## config.mk

```make
export PLATFORM = sky130hd
export DESIGN_NAME = markov_predictor
export DESIGN_NICKNAME = d
export VERILOG_FILES = /design/src/rtl/markov_predictor.sv
export SDC_FILE = /design/constraint.sdc
export NUM_CORES = 1
export LEC_CHECK = 0
export ABC_AREA = 1
export CAP_MARGIN = 20
export CORE_MARGIN = 1
export CORE_UTILIZATION = 25
export CTS_CLUSTER_SIZE = 8
export DETAILED_ROUTE_END_ITERATION = 7
export DONT_BUFFER_PORTS = 1
export HOLD_SLACK_MARGIN = 0.12
export PLACE_DENSITY = 0.34
export SLEW_MARGIN = 20
export SYNTH_ARGS = -nofsm -noshare
export SYNTH_HDL_FRONTEND = slang
export SYNTH_SLANG_ARGS = --single-unit
```

## constraint.sdc

```tcl
create_clock -name clock -period 5.2 [get_ports clock]
set_input_delay 0.52 -clock clock [delete_from_list [all_inputs] [get_ports clock]]
set_output_delay 0.52 -clock clock [all_outputs]
set_load 0.05 [all_outputs]
```

## src/rtl/markov_predictor.sv

```systemverilog
// N-th order Markov rock-paper-scissors opponent: counts the user's next move per history context and plays the move beating the argmax.
// Optional score counters (wins/losses/ties) are built only when MARKOV_STATS_EN is defined.
module markov_predictor #(
    parameter int ORDER  = 1,
    parameter int CNT_W  = 8,
    parameter int STAT_W = 16
) (
    input  logic              clock,
    input  logic              reset,
    input  logic              user_valid,
    input  logic [1:0]        user,
    output logic              ready,
    output logic [1:0]        choice,
    output logic [1:0]        predicted,
    output logic              err
`ifdef MARKOV_STATS_EN
    ,
    output logic [STAT_W-1:0] wins,
    output logic [STAT_W-1:0] losses,
    output logic [STAT_W-1:0] ties
`endif
);

    // state   | meaning
    // S_INIT    | clearing one table row per cycle after reset
    // S_IDLE    | ready, waiting for a legal user move
    // S_UPDATE  | train counter for old context, shift move into context
    // S_PREDICT | read row of new context, register prediction and choice

    localparam int ROWS   = (ORDER == 1) ? 3 : (ORDER == 2) ? 9 : 27;
    localparam int IDX_W  = $clog2(ROWS);
    localparam int T_W    = IDX_W + 2;
    localparam logic [CNT_W-1:0] CNT_MAX = '1;

    if (ORDER < 1 || ORDER > 3 || CNT_W < 1 || STAT_W < 1) begin : g_bad_param
        $error("markov_predictor: illegal parameter value");
    end

    typedef enum logic [1:0] {S_INIT, S_IDLE, S_UPDATE, S_PREDICT} state_t;

    state_t           state;
    logic [IDX_W-1:0] row_idx;
    logic [IDX_W-1:0] ctx;
    logic [IDX_W-1:0] ctx_next;
    logic [1:0]       hist_cnt;
    logic [1:0]       rnd;
    logic [1:0]       mv;
    logic [CNT_W-1:0] tab [ROWS][3];
    logic [CNT_W-1:0] row [3];
    logic [CNT_W-1:0] upd [3];
    logic [CNT_W-1:0] mx;
    logic [2:0]       eq;
    logic [1:0]       argmax;
    logic [1:0]       pick;
    logic [T_W-1:0]   ctx_t;

    function automatic logic [1:0] beat(input logic [1:0] m);
        case (m)
            2'b00:   beat = 2'b10;
            2'b01:   beat = 2'b00;
            default: beat = 2'b01;
        endcase
    endfunction

    // Saturating counter: halve the whole row before incrementing a full counter.
    always_comb begin
        for (int k = 0; k < 3; k++) row[k] = tab[ctx][k];
        upd = row;
        if (row[mv] == CNT_MAX) begin
            for (int k = 0; k < 3; k++) upd[k] = row[k] >> 1;
        end
        upd[mv] = upd[mv] + 1'b1;
    end

    // ctx*3 + mv is below 3*ROWS, so at most two subtractions reduce it mod ROWS.
    always_comb begin
        ctx_t = T_W'(ctx) * T_W'(3) + T_W'(mv);
        if (ctx_t >= T_W'(2 * ROWS))
            ctx_t = ctx_t - T_W'(2 * ROWS);
        else if (ctx_t >= T_W'(ROWS))
            ctx_t = ctx_t - T_W'(ROWS);
        ctx_next = ctx_t[IDX_W-1:0];
    end

    always_comb begin
        mx = row[0];
        if (row[1] > mx) mx = row[1];
        if (row[2] > mx) mx = row[2];
        eq = {row[2] == mx, row[1] == mx, row[0] == mx};
        case (eq)
            3'b111:  argmax = rnd;
            3'b011:  argmax = rnd[0] ? 2'd1 : 2'd0;
            3'b101:  argmax = rnd[0] ? 2'd2 : 2'd0;
            3'b110:  argmax = rnd[0] ? 2'd2 : 2'd1;
            3'b001:  argmax = 2'd0;
            3'b010:  argmax = 2'd1;
            default: argmax = 2'd2;
        endcase
        pick = (hist_cnt < 2'(ORDER)) ? rnd : argmax;
    end

    always_ff @(posedge clock) begin
        if (!reset) begin
            state     <= S_INIT;
            row_idx   <= '0;
            ctx       <= '0;
            hist_cnt  <= '0;
            rnd       <= '0;
            mv        <= '0;
            ready     <= 1'b0;
            choice    <= 2'b00;
            predicted <= 2'b00;
            err       <= 1'b0;
`ifdef MARKOV_STATS_EN
            wins      <= '0;
            losses    <= '0;
            ties      <= '0;
`endif
        end else begin
            rnd <= (rnd == 2'd2) ? 2'd0 : rnd + 2'd1;
            err <= 1'b0;
            case (state)
                S_INIT: begin
                    for (int k = 0; k < 3; k++) tab[row_idx][k] <= '0;
                    row_idx <= row_idx + 1'b1;
                    if (row_idx == IDX_W'(ROWS - 1)) state <= S_PREDICT;
                end
                S_IDLE: begin
                    if (user_valid) begin
                        if (user == 2'b11) begin
                            err <= 1'b1;
                        end else begin
                            mv    <= user;
                            ready <= 1'b0;
                            state <= S_UPDATE;
                        end
                    end
                end
                S_UPDATE: begin
                    if (hist_cnt == 2'(ORDER)) begin
                        for (int k = 0; k < 3; k++) tab[ctx][k] <= upd[k];
                    end else begin
                        hist_cnt <= hist_cnt + 2'd1;
                    end
                    ctx <= ctx_next;
`ifdef MARKOV_STATS_EN
                    if (mv == choice) begin
                        if (ties != '1) ties <= ties + 1'b1;
                    end else if (beat(mv) == choice) begin
                        if (wins != '1) wins <= wins + 1'b1;
                    end else begin
                        if (losses != '1) losses <= losses + 1'b1;
                    end
`endif
                    state <= S_PREDICT;
                end
                S_PREDICT: begin
                    predicted <= pick;
                    choice    <= beat(pick);
                    ready     <= 1'b1;
                    state     <= S_IDLE;
                end
                default: state <= S_INIT;
            endcase
        end
    end

endmodule

```

==> results.txt, run 1 <==
The setup TNS came out at 0 ps. The switching power share of the total is 53.01%. The final hold violation count is 0. The worst slew slack as a fraction of its limit is 63.67%. The number of antenna diodes came out at 0. Yosys instantiated no cell more often than sky130_fd_sc_hd__nand2_1. The highest clock frequency the design can meet came out at 216.1 MHz. The data arrival time at the worst-slack endpoint is 4860 ps.

The Yosys step of the flow raised 0 warnings. The buffers plus inverters on the worst setup path is 5. For the worst setup path, the data required time is 5430 ps.

The share of the yosys chip area belonging to registers is 41.84%. The async set-reset flop share out of synthesis came out at 0%. The measured slew at the worst slew-check pin is 544.2 ps. The number of vias per cell is 4.658. The power density over the cells is 706.7 nW/um^2. The signed area change from the synthesized netlist to the final layout came out at 11.64%. The largest net degree at the start of global routing is 37. The critical path class is reg -> reg.

The via count of the first global-routing pass is 5047. TritonCTS built the clock tree. The switching power came out at 2562 uW. Combinational logic burns 65.3% of the power. The wire length of the first global-routing pass came out at 29840 um. The floorplan has 56 rows. The routed via count is 5007. The critical-path maximum fanout is 25. The final-layout fill cell count came out at 2593. The count of final max-slew check failures is 0. STA classifies the critical path startpoint as a register.

After legalization and detailed placement, the total HPWL measured 14130 um. The clock-pin slew on the worst setup and hold paths is 70 ps. The clock period minus worst slack is 4628 ps. After the last flow step, the layout net total stands at 783. The mean routed wirelength per cell came out at 17.40 um. The total die area is 25130 um^2. The count of pins on the block boundary is 11. Setup violations remaining at the end of the flow were counted as 0. The floorplan step set the die width to 158.5 um.

The count of buffers inserted at the top-level ports came out at 0. The highest-delay cell along the critical path is sky130_fd_sc_hd__dfxtp_1. The number of nets with antenna violations after routing came out at 0. The total leakage power is 0.002966 uW. The first-pass iteration count of the detailed router is 5. The area occupied by multi-input gates came out at 3078 um^2. The cell family contributing the most delay on the critical path is simple AND/OR/NAND/NOR gates. The number of different library cells in the post-synthesis netlist came out at 49.

The remaining global-route overflow is 0. In this run, synthesis inferred 72 flip-flops with an integrated enable. The worst hold path class is in -> reg. In the synthesized netlist the dominant register cell turns out to be sky130_fd_sc_hd__edfxtp_1. For the worst-skew pair, the clock arrives at the later sink with an insertion delay of 350 ps.

Cell internal power was estimated by the tool at 2271 uW. Ranked by total cell area, the synthesized netlist is headed by sky130_fd_sc_hd__edfxtp_1, sky130_fd_sc_hd__nand2_1, sky130_fd_sc_hd__nand3_1. The total wire length after detailed routing is 18710 um. The number of antenna violations at the first check in global routing is 0. Setup repair after global routing left no endpoint under its margin. In this run, flip-flops and latches consume 21.5% of the power. The number of max-cap violations is 0.

The effective utilization at floorplan came out at 25.78%. The total core area is 23750 um^2. The TritonCTS sink count came out at 92. The number of remaining DRC errors is 0. The fraction of post-synthesis cell area in the top cell type by area is 35.30%.

The final critical path takes up 88.99% of the cycle. The post-synthesis net count came out at 773. Of all cell types, the one taking the most synthesized area is sky130_fd_sc_hd__edfxtp_1. The height of the die is 158.5 um. The final estimated routing congestion in global placement came out at 0.8484. Synthesis produced a netlist whose cell count is 741.

The fraction of layout instances using a drive strength above 1 is 17.72%. At the end of the flow the core is filled with cells to 28.79%. By count the netlist is led by sky130_fd_sc_hd__nand2_1, sky130_fd_sc_hd__nand3_1, sky130_fd_sc_hd__edfxtp_1. The master cell of the clock root buffer is sky130_fd_sc_hd__clkbuf_16. Clock skew on the completed layout was measured at 8.218 ps.

The clock network fraction of design power is 13.2%. The H-tree depth reported by CTS is 3. The synthesized design contains 92 register bits. The number of hold buffers added after CTS was 0. By instance count, the cell type seen most on the critical path is sky130_fd_sc_hd__nand2_1. The number of violations reported at the end of detailed-routing iteration 0 is 252. The number of clock buffers added by TritonCTS is 9.

The largest incremental delay on the critical path came out at 380 ps. In this run the deepest clock path goes through 2 buffers. The flow ran to the end, and the final reports show no timing, DRC or antenna violations. The average footprint of a synthesized cell is 8.265 um^2.

The mapped netlist covers 6125 um^2. STA classifies the critical path endpoint as a register. The worst voltage drop across the vdd grid is 0.2216 mV. The total track usage came out at 15.99%. The sequential standard cell area is 2562 um^2.
-- power groups by stage --
stage / combinational [uW] / sequential [uW] / clock (uW)
after floorplan: 2330 / 1050 / 0
after global placement: 3100 / 1060 / 0
after detailed placement: 3110 / 1060 / 0
after CTS: 3120 / 1040 / 663
after global routing: 3570 / 1060 / 680
final: 3150 / 1040 / 638
-- stage by stage --
stage | setup WS [ps] | power [uW] | std cells | hold slack [ps] | area (um^2)
finish | 572.5 | 4832 | 1075 | 304.7 | 6838
global route | 2.665 | 5303 | 1075 | 305.0 | 6838
CTS | 151.7 | 4824 | 1069 | 288.7 | 6753
detailed placement | 170.5 | 4166 | 1053 | 492.6 | 6477
global placement | 213.4 | 4160 | 1053 | 466.7 | 6477
floorplan | 1430 | 3372 | 741 | 456.2 | 6125
-- routing by layer --
layer	global-route usage [%]	vias to the layer above	share of wire (%)
met5	0	-	0
met4	2.564	0	0.62
met3	2.831	7	3.1
met2	28.53	83	51
met1	20.28	2394	46
li1	-	2523	-
-- kinds of logic after synthesis --
group	synth area share, %
XOR/XNOR	0.8580
multiplexers	0.1634
AND/OR/NAND/NOR	28.40
flip-flops	41.84
buffers and inverters	8.539
AO/OA/AOI/OAI	14.44
adder cells (fa/ha/maj)	5.761
-- layout by cell type (no fill, tap or decap), types with 2 or more instances in the layout --
| cell | count |
|---|---|
| sky130_fd_sc_hd__inv_6 | 3 |
| sky130_fd_sc_hd__o21ai_0 | 31 |
| sky130_fd_sc_hd__dfxtp_1 | 20 |
| sky130_fd_sc_hd__clkinv_1 | 2 |
| sky130_fd_sc_hd__xor2_1 | 5 |
| sky130_fd_sc_hd__buf_4 | 24 |
| sky130_fd_sc_hd__o21ai_2 | 10 |
| sky130_fd_sc_hd__nand2_4 | 3 |
| sky130_fd_sc_hd__nor2_2 | 8 |
| sky130_fd_sc_hd__edfxtp_1 | 72 |
| sky130_fd_sc_hd__o221ai_2 | 3 |
| sky130_fd_sc_hd__o21ai_4 | 10 |
| sky130_fd_sc_hd__o22ai_1 | 2 |
| sky130_fd_sc_hd__nand2_2 | 9 |
| sky130_fd_sc_hd__o21ai_1 | 21 |
| sky130_fd_sc_hd__nand3_1 | 87 |
| sky130_fd_sc_hd__clkbuf_16 | 9 |
| sky130_fd_sc_hd__a31oi_1 | 9 |
| sky130_fd_sc_hd__nor3_1 | 5 |
| sky130_fd_sc_hd__nor2_4 | 2 |
| sky130_fd_sc_hd__nor2_1 | 36 |
| sky130_fd_sc_hd__a21oi_1 | 33 |
| sky130_fd_sc_hd__inv_4 | 3 |
| sky130_fd_sc_hd__o211ai_1 | 3 |
| sky130_fd_sc_hd__ha_1 | 25 |
| sky130_fd_sc_hd__inv_2 | 19 |
| sky130_fd_sc_hd__nor3_2 | 2 |
| sky130_fd_sc_hd__nand2_1 | 199 |
| sky130_fd_sc_hd__nand3_2 | 16 |
| sky130_fd_sc_hd__fa_1 | 2 |
| sky130_fd_sc_hd__inv_1 | 61 |
-- worst paths after layout --
check	start	end	slack (ps)	depth (start not counted)
setup / recovery	register	choice[1]	570	30
hold / removal	reset	mv[0]	300	2
setup reg to reg	register	choice[1]	570	30
hold reg to reg	hist_cnt[1]	hist_cnt[1]	500	2
-- registers in the layout, indices dropped and copies added, names as in the netlist, named ones only --
register,count
hist_cnt,2
ctx,2
ready,1
state,2
predicted,2
tab,72
rnd,2
mv,2
err,1
choice,2
row_idx,2
-- cell type report --
cell class,instances,share of cell area [%]
Clock buffer,10,3.349
Clock inverter,6,0.6770
Inverter,85,4.849
Multi-Input combinational cell,538,45.01
Sequential cell,92,37.47
Tap cell,319,5.837
Timing Repair Buffer,25,2.800
-- what timing repair did --
item | in CTS | in global routing
endpoints found under the setup margin | 0 | 4
setup buffers | 0 | 6
gates resized for setup | 0 | 10
Note: power is estimated with default switching activity, not from simulation.
==> run 2, diff against run 1 <==
--- a/config.mk
+++ b/config.mk
@@ -6,14 +6,13 @@
 export NUM_CORES = 1
 export LEC_CHECK = 0
 export ABC_AREA = 1
-export CAP_MARGIN = 20
 export CORE_MARGIN = 1
 export CORE_UTILIZATION = 25
 export CTS_CLUSTER_SIZE = 8
 export DETAILED_ROUTE_END_ITERATION = 7
 export DONT_BUFFER_PORTS = 1
 export HOLD_SLACK_MARGIN = 0.12
-export PLACE_DENSITY = 0.34
+export PLACE_DENSITY = 0.41
 export SLEW_MARGIN = 20
 export SYNTH_ARGS = -nofsm -noshare
 export SYNTH_HDL_FRONTEND = slang
==> run 2 against run 1 <==
Net effect:
- cell count fell by 1.3%
- sequential share of layout area up 0.72 points
- worst hold slack lost 4.8 ps
- largest power group unchanged
- sequential power barely moved
- global-route usage decreased by 2.0 points
==> results.txt, run 2 (synthesis results as in run 1) <==
The flow ran to the end, and the final reports show no timing, DRC or antenna violations. The number of max-cap violations is 0 (unchanged). The detailed placer's ending HPWL came out at 12480 um (-12%). The effective utilization at floorplan is 25.78% (unchanged). The horizontal extent of the die is 158.5 um (unchanged).

The worst setup path is of the reg -> reg kind. The clock period minus worst slack came out at 4597 ps (-30.16 ps). The number of violations reported at the end of detailed-routing iteration 0 is 318 (+26%). The total die area is 25130 um^2 (unchanged). The H-tree depth reported by CTS came out at 3 (unchanged). The number of hold buffers added after cts came out at 0 (unchanged).

The fraction of the cycle the final worst path needs is 88.41% (-0.58 points). The height of the die is 158.5 um (unchanged). The count of final max-slew check failures was 0 (unchanged). The fraction of layout instances using a drive strength above 1 was 16.44% (-1.3 points).

The critical-path maximum fanout came to 25 (unchanged). The post-layout net count is 769 (-1.8%). The count of standard-cell rows is 56 (unchanged). The total core area came out at 23750 um^2 (unchanged). Setup repair after global routing left no endpoint under its margin. The routed via count came to 4859 (-3.0%).

The number of antenna violations at the first check in global routing came out at 0 (unchanged). The final core area utilization came out at 28.26% (-0.53 points). The remaining global-route overflow came out at 0 (unchanged).

The highest metal layer with signal wires is met4. STA classifies the critical path startpoint as a register. The final hold violation count came out at 0 (unchanged). The mean routed wirelength per cell was 15.44 um (-11%). The clock skew came out at 10.68 ps (+2.459 ps). The total leakage power is 0.002900 uW (-2.2%). The number of nets with antenna violations after routing came out at 0 (unchanged). The worst setup path is captured at a register.

Leaving out fill and tap cells, the most frequent cell in the layout is sky130_fd_sc_hd__nand2_1. The largest incremental delay on the critical path came to 350 ps (-30 ps). The data arrival time at the worst-slack endpoint came out at 4830 ps (-30 ps). The total wire length after detailed routing was 16380 um (-12%). The wire length of the first global-routing pass came out at 26240 um (-12%). The source-to-sink clock delay at the later pin of the worst-skew pair is 350 ps (about the same). The first-pass iteration count of the detailed router came out at 5 (unchanged). The data required time at the worst endpoint came out at 5430 ps (about the same). The setup TNS is 0 ps (unchanged). Leaving out fill and tap cells, the most frequent cells in the layout are sky130_fd_sc_hd__nand2_1, sky130_fd_sc_hd__nand3_1, sky130_fd_sc_hd__edfxtp_1, sky130_fd_sc_hd__inv_1, sky130_fd_sc_hd__nor2_1.

The final estimated routing congestion in global placement came out at 0.8657 (+2.0%). The number of flip-flops under the largest register name is 72 (unchanged). The CTS tree is done.

The total track usage came out at 13.97% (-2.0 points). The worst voltage drop across the vdd grid was 0.2237 mV (+0.93%). The measured slew at the worst slew-check pin was 533.6 ps (-10.62 ps). The maximum count of clock buffers along a single path was 2 (unchanged). The master cell of the clock root buffer is sky130_fd_sc_hd__clkbuf_16. The count of pins on the block boundary came to 11 (unchanged). The most numerous cell on the critical path is sky130_fd_sc_hd__nand2_1. The routed length on met2 was 7853 um (-17%). tab holds more flip-flops than any other register.

The min-delay analysis places its worst path in the category in -> reg. The worst slew slack as a fraction of its limit came out at 64.38% (+0.71 points). The number of vias per cell came to 4.580 (-1.7%).

The count of buffers inserted at the top-level ports is 0 (unchanged). The number of remaining DRC errors came out at 0 (unchanged). The via count of the first global-routing pass came to 4718 (-6.5%). The clock-pin slew on the worst setup and hold paths is 60 ps (about the same). The highest clock frequency the design can meet is 217.5 MHz (+0.66%). The number of antenna diodes came to 0 (unchanged). The TritonCTS sink count came out at 92 (unchanged). The wire length on met1 is 7674 um (-10%). The routed length on met3 came out at 641 um (+11%).

The total CTS buffers is 9 (unchanged). The slowest stage of the critical path is the sky130_fd_sc_hd__dfxtp_1 cell. The signed area change from the synthesized netlist to the final layout is 9.581%. The final setup violation count is 0 (unchanged).

The largest net degree at the start of global routing is 37 (unchanged). The power density over the cells is 695.2 nW/um^2 (-1.6%).
## run 2: cell count changes in the layout (fill, tap and decap cells not counted), moves of 2 or more
cell and delta:
sky130_fd_sc_hd__inv_6 -2, sky130_fd_sc_hd__o21ai_4 -2, sky130_fd_sc_hd__clkinv_2 +2, sky130_fd_sc_hd__buf_4 -13
sky130_fd_sc_hd__o21ai_2 +2
## run 2: metrics by stage
step | total power [uW] | worst slack, ps | hold slack, ps | cell area [um^2] | instances
3_5_place_dp | 4040 | 454.4 | 488.7 | 6417 | 1045
6_report | 4666 | 602.6 | 299.9 | 6711 | 1061
5_1_grt | 5115 | 88.17 | 284.1 | 6711 | 1061
4_1_cts | 4702 | 446.5 | 283.4 | 6708 | 1061
2_1_floorplan | 3372 | 1430 | 456.2 | 6125 | 741
3_3_place_gp | 4090 | 430.7 | 483.8 | 6417 | 1045
## run 2: final timing paths
kind	from	end	slack, ps	depth (start not counted)
worst max register to register	register	choice[1]	600	35
worst min register to register	hist_cnt[1]	hist_cnt[1]	490	2
worst max-delay path	register	choice[1]	600	35
worst min-delay path	user_valid	err	300	2
## run 2: layer usage
| metal | global-route usage (%) | vias to the layer above |
|---|---|---|
| met5 | 0 | - |
| met4 | 3.251 | 0 |
| met3 | 2.803 | 16 |
| met2 | 23.85 | 95 |
| met1 | 18.01 | 2247 |
| li1 | - | 2501 |
## run 2: area by class of cell
cell class	count	area, um^2
Clock buffer	9	225.2
Tap cell	319	399.1
Inverter	85	326.6
Timing Repair Buffer	11	82.58
Fill cell	2564	17040
Multi-Input combinational cell	538	3049
Clock inverter	7	65.06
Sequential cell	92	2564
## run 2: timing repair
action	4_1_cts	5_1_grt
gates resized for setup	0	3
setup buffers	0	0
setup endpoints to repair	0	3
## run 2: where the power goes
| group | internal [uW] | switching [uW] |
|---|---|---|
| clock network | 369 | 274 |
| registers | 962 | 80.6 |
| logic | 915 | 2060 |
## run 2: worst max-delay path: cells and delay by family, from the launching register on
kind,cells,cell delay (ps)
buffers and inverters,7,920
AO/OA/AOI/OAI,1,290
flip-flops,1,350
AND/OR/NAND/NOR,25,2350
adder cells (fa/ha/maj),2,530
==> run 3, diff against run 2 <==
--- a/config.mk
+++ b/config.mk
@@ -5,7 +5,6 @@
 export SDC_FILE = /design/constraint.sdc
 export NUM_CORES = 1
 export LEC_CHECK = 0
-export ABC_AREA = 1
 export CORE_MARGIN = 1
 export CORE_UTILIZATION = 25
 export CTS_CLUSTER_SIZE = 8
==> run 3 against run 2 <==
Net effect:
- clock skew is 3.8 ps lower
- worst hold slack worse by 11 ps
- via count is 19% lower
- global-route usage is 0.34 points lower
- critical path type unchanged
- largest cell class unchanged
==> results.txt, run 3 <==
The netlist area before placement is 5593 um^2 (-8.7%). The standard cell area after detailed placement came out at 6065 um^2 (-5.5%). The fraction of the cycle the final worst path needs is 94.77% (+6.4 points). The total wire length after detailed routing is 14290 um (-13%). The critical-path maximum fanout is 18 (-28%). The post-synthesis share of cell area spent on full adders, half adders and majority gates came out at 6.309% (+0.55 points). The clock skew came out at 6.864 ps (-3.813 ps). The post-layout net count is 558 (-27%).

The number of vias per cell is 4.856 (+6.0%). The effective utilization at floorplan came out at 25.55% (-0.24 points). The number of max-cap violations is 0 (unchanged).

The setup slack on the worst flop-to-flop path is 270 ps (-330 ps). The commonest register cell after synthesis is sky130_fd_sc_hd__edfxtp_1. The summed area of non-filler cells in the final layout is 6412 um^2 (-4.5%). The post-synthesis net count is 536 (-31%).

The fraction of layout instances using a drive strength above 1 came out at 18.27% (+1.8 points). The average footprint of a synthesized cell is 11.10 um^2 (+34%). STA classifies the critical path endpoint as a register. The highest clock frequency the design can meet is 202.9 MHz (-6.7%).

The setup slack at placement came out at 105.1 ps (-349.3 ps). The proportion of synthesized area in mux cells came to 14.43% (+14 points). The remaining global-route overflow was 0 (unchanged). The number of flip-flops under the largest register name is 72 (unchanged). The flow ran to the end, and the final reports show no timing, DRC or antenna violations. The source-to-sink clock delay at the later pin of the worst-skew pair came to 360 ps (about the same). The top cell types in the final layout, fill and taps aside, are sky130_fd_sc_hd__edfxtp_1, sky130_fd_sc_hd__nor2_1, sky130_fd_sc_hd__nand2_1, sky130_fd_sc_hd__mux2i_1.

The total track usage came out at 13.63% (-0.34 points). The first-pass iteration count of the detailed router is 4 (-1). The number of violations reported at the end of detailed-routing iteration 0 was 242 (-24%). The detailed placer's ending HPWL came to 10180 um (-18%). The async set-reset flop share out of synthesis is 0% (unchanged). The number of antenna diodes was 0 (unchanged). The count of pins on the block boundary came out at 11 (unchanged). The complex-gate fraction of the synthesized area is 13.87% (-0.57 points).

After synthesis, the cell types taking the most area are sky130_fd_sc_hd__edfxtp_1, sky130_fd_sc_hd__dfxtp_1, sky130_fd_sc_hd__mux2i_1. The final worst setup slack came to 271.8 ps (-330.9 ps). The total leakage power is 0.002374 uW (-18%). The worst slew slack as a fraction of its limit is 41.96% (-22 points). The hold-critical path depth came out at 2 (unchanged). The setup TNS is 0 ps (unchanged).

The number of enable-type register cells in the synthesized netlist is 72 (unchanged). The count of final max-slew check failures is 0 (unchanged). The number of antenna violations at the first check in global routing came out at 0 (unchanged). The xor/xnor cell area share of the yosys netlist is 4.541% (+3.7 points). The number of different library cells in the post-synthesis netlist is 65 (+33%). The signed area change from the synthesized netlist to the final layout is 14.65%. The count of standard-cell rows came out at 54 (-3.6%). The TritonCTS sink count is 92 (unchanged). The worst hold path terminates at err. The final estimated routing congestion in global placement is 0.8278 (-4.4%). The final total power is 4281 uW (-8.2%).

The via count of the first global-routing pass came out at 4091 (-13%). The setup path with the least slack is of type reg -> reg. STA classifies the critical path startpoint as a register. The routed via count is 3938 (-19%). The count of synthesis-stage warnings from yosys came to 0 (unchanged). The count of buffers inserted at the top-level ports is 0 (unchanged).

The number of remaining DRC errors came out at 0 (unchanged). By count the netlist is led by sky130_fd_sc_hd__edfxtp_1, sky130_fd_sc_hd__nor2_1, sky130_fd_sc_hd__nand2_1. The CTS tree is done. The largest net degree at the start of global routing came to 28 (-24%). The master cell of the clock root buffer is sky130_fd_sc_hd__clkbuf_16. The length in cells of the worst reg-to-reg path came out at 20 (-43%). The leading area contributor after synthesis is sky130_fd_sc_hd__edfxtp_1.

The data required time at the worst endpoint came to 5500 ps (+70 ps). The worst hold path class is in -> reg. The final core area utilization was 29.29% (+1.0 points). The clock-pin slew on the worst setup and hold paths was 60 ps (about the same). The final setup violation count came out at 0 (unchanged). The total CTS buffers came out at 9 (unchanged). The register with the highest flop count is tab. The data arrival time at the worst-slack endpoint is 5230 ps (+400 ps). The horizontal extent of the die came to 151.6 um (-4.4%). The share of the yosys chip area belonging to registers was 45.82% (+4.0 points).

The fraction of post-synthesis cell area in the top cell type by area came out at 38.66% (+3.4 points). The H-tree depth reported by CTS is 3 (unchanged). The height of the die came out at 151.6 um (-4.4%). The maximum count of clock buffers along a single path came out at 2 (unchanged).

The number of flip-flops and latches in the synthesized netlist was 92 (unchanged). The most used standard cell by instance count after synthesis is sky130_fd_sc_hd__edfxtp_1. The wire length of the first global-routing pass came out at 22990 um (-12%).

The number of nets with antenna violations after routing was 0 (unchanged). The power density over the cells came to 667.6 nW/um^2 (-4.0%). By area, the combinational part of the netlist is dominated by multiplexers.

The mean routed wirelength per cell is 17.62 um (+14%). The total die area came out at 22970 um^2 (-8.6%). The final hold violation count is 0 (unchanged).

The total core area came out at 21890 um^2 (-7.8%). The worst voltage drop across the vdd grid came to 0.2794 mV (+25%). The synthesized-area fraction occupied by and/or/nand/nor cells is 11.39% (-17 points). The most common cell after layout, fill and taps aside is sky130_fd_sc_hd__edfxtp_1. In this run the most critical hold path is launched from user_valid. The gate count of the mapped netlist is 504 (-32%). The endpoint identified for the worst register-to-register timing path is choice[1]. Setup repair after global routing left no endpoint under its margin. The measured slew at the worst slew-check pin is 864.7 ps (+331.2 ps). The clock period minus worst slack came out at 4928 ps (+330.9 ps).
==> run 3: cell types whose count changed in the layout (fill, tap and decap cells not counted), sizes merged, moves of 18 or more <==
cell,before,now
buf,11,32
xnor2,1,19
mux2i,1,42
o21ai,72,22
mux2,0,18
nand3,103,8
nand2,212,44
inv,85,17
a211oi,1,21
==> run 3: what timing repair did <==
action / CTS / global route
hold buffers: 0 / 0
setup buffers: 0 / 3
setup endpoints to repair: 0 / 4
hold endpoints to repair: 0 / 0
resized for setup: 0 / 4
==> run 3: worst max path at each step <==
| stage | to | slack (ps) | startpoint |
|---|---|---|---|
| after global routing | choice[1] | 10 | register |
| final | choice[1] | 270 | register |
| after floorplan | choice[1] | 80 | register |
| after CTS | choice[1] | 90 | register |
| after global placement | choice[1] | 200 | register |
| after detailed placement | choice[1] | 110 | register |
==> run 3: kinds of logic after synthesis <==
logic type / count (synthesis)
simple gates: 143
compound gates: 111
flops: 92
mux: 64
buf+inv: 38
xor+xnor: 29
fa+ha+maj: 27
==> run 3: area by class of cell <==
type,instances,area (um^2)
fillers,2310,15480
multi-input cells,374,2870
flip-flops and latches,92,2562
well taps,280,350.3
repair buffers,32,252.7
clock buffers,12,236.5
clock inverters,4,73.82
inverters,17,66.31
==> run 3: critical path, stage by stage (launching register included) <==
cell                       delay (ps)
sky130_fd_sc_hd__dfxtp_1          350
sky130_fd_sc_hd__buf_12           180
sky130_fd_sc_hd__mux2_2           370
sky130_fd_sc_hd__a21boi_1         190
sky130_fd_sc_hd__inv_1            110
sky130_fd_sc_hd__ha_1             320
sky130_fd_sc_hd__nor2b_1          140
sky130_fd_sc_hd__o211ai_1         180
sky130_fd_sc_hd__a211oi_2         120
sky130_fd_sc_hd__buf_4            160
sky130_fd_sc_hd__or3_1            370
sky130_fd_sc_hd__a21boi_0         150
sky130_fd_sc_hd__ha_1             320
sky130_fd_sc_hd__nand4_1          130
sky130_fd_sc_hd__or2_2            360
sky130_fd_sc_hd__and2_1           240
sky130_fd_sc_hd__o311a_1          320
sky130_fd_sc_hd__o311a_1          110
sky130_fd_sc_hd__a31o_2           250
sky130_fd_sc_hd__a221oi_2         290
sky130_fd_sc_hd__a41o_1           200
==> run 3: metal layers <==
metal / routed length, um / global-route usage (%) / share of wire [%]
met3: 516 / 2.395 / 3.6
met2: 6794 / 21.94 / 48
met4: 301 / 5.743 / 2.1
met1: 6679 / 17.95 / 47
met5: 0 / 0 / 0
==> run 3: power by group <==
group,total (uW),leakage (uW),internal [uW],switching [uW]
Sequential,1030,0.000846,947,84.7
Clock,698,0.000151,422,276
Combinational,2550,0.00138,1080,1470
Total,4280,0.00237,2450,1830
==> run 3: per-stage QoR <==
| stage | instances | hold slack [ps] |
|---|---|---|
| after floorplan | 504 | 413.6 |
| after global placement | 792 | 433.5 |
| after detailed placement | 792 | 453.8 |
| after CTS | 808 | 278.3 |
| after global routing | 811 | 290.8 |
| final | 811 | 288.5 |
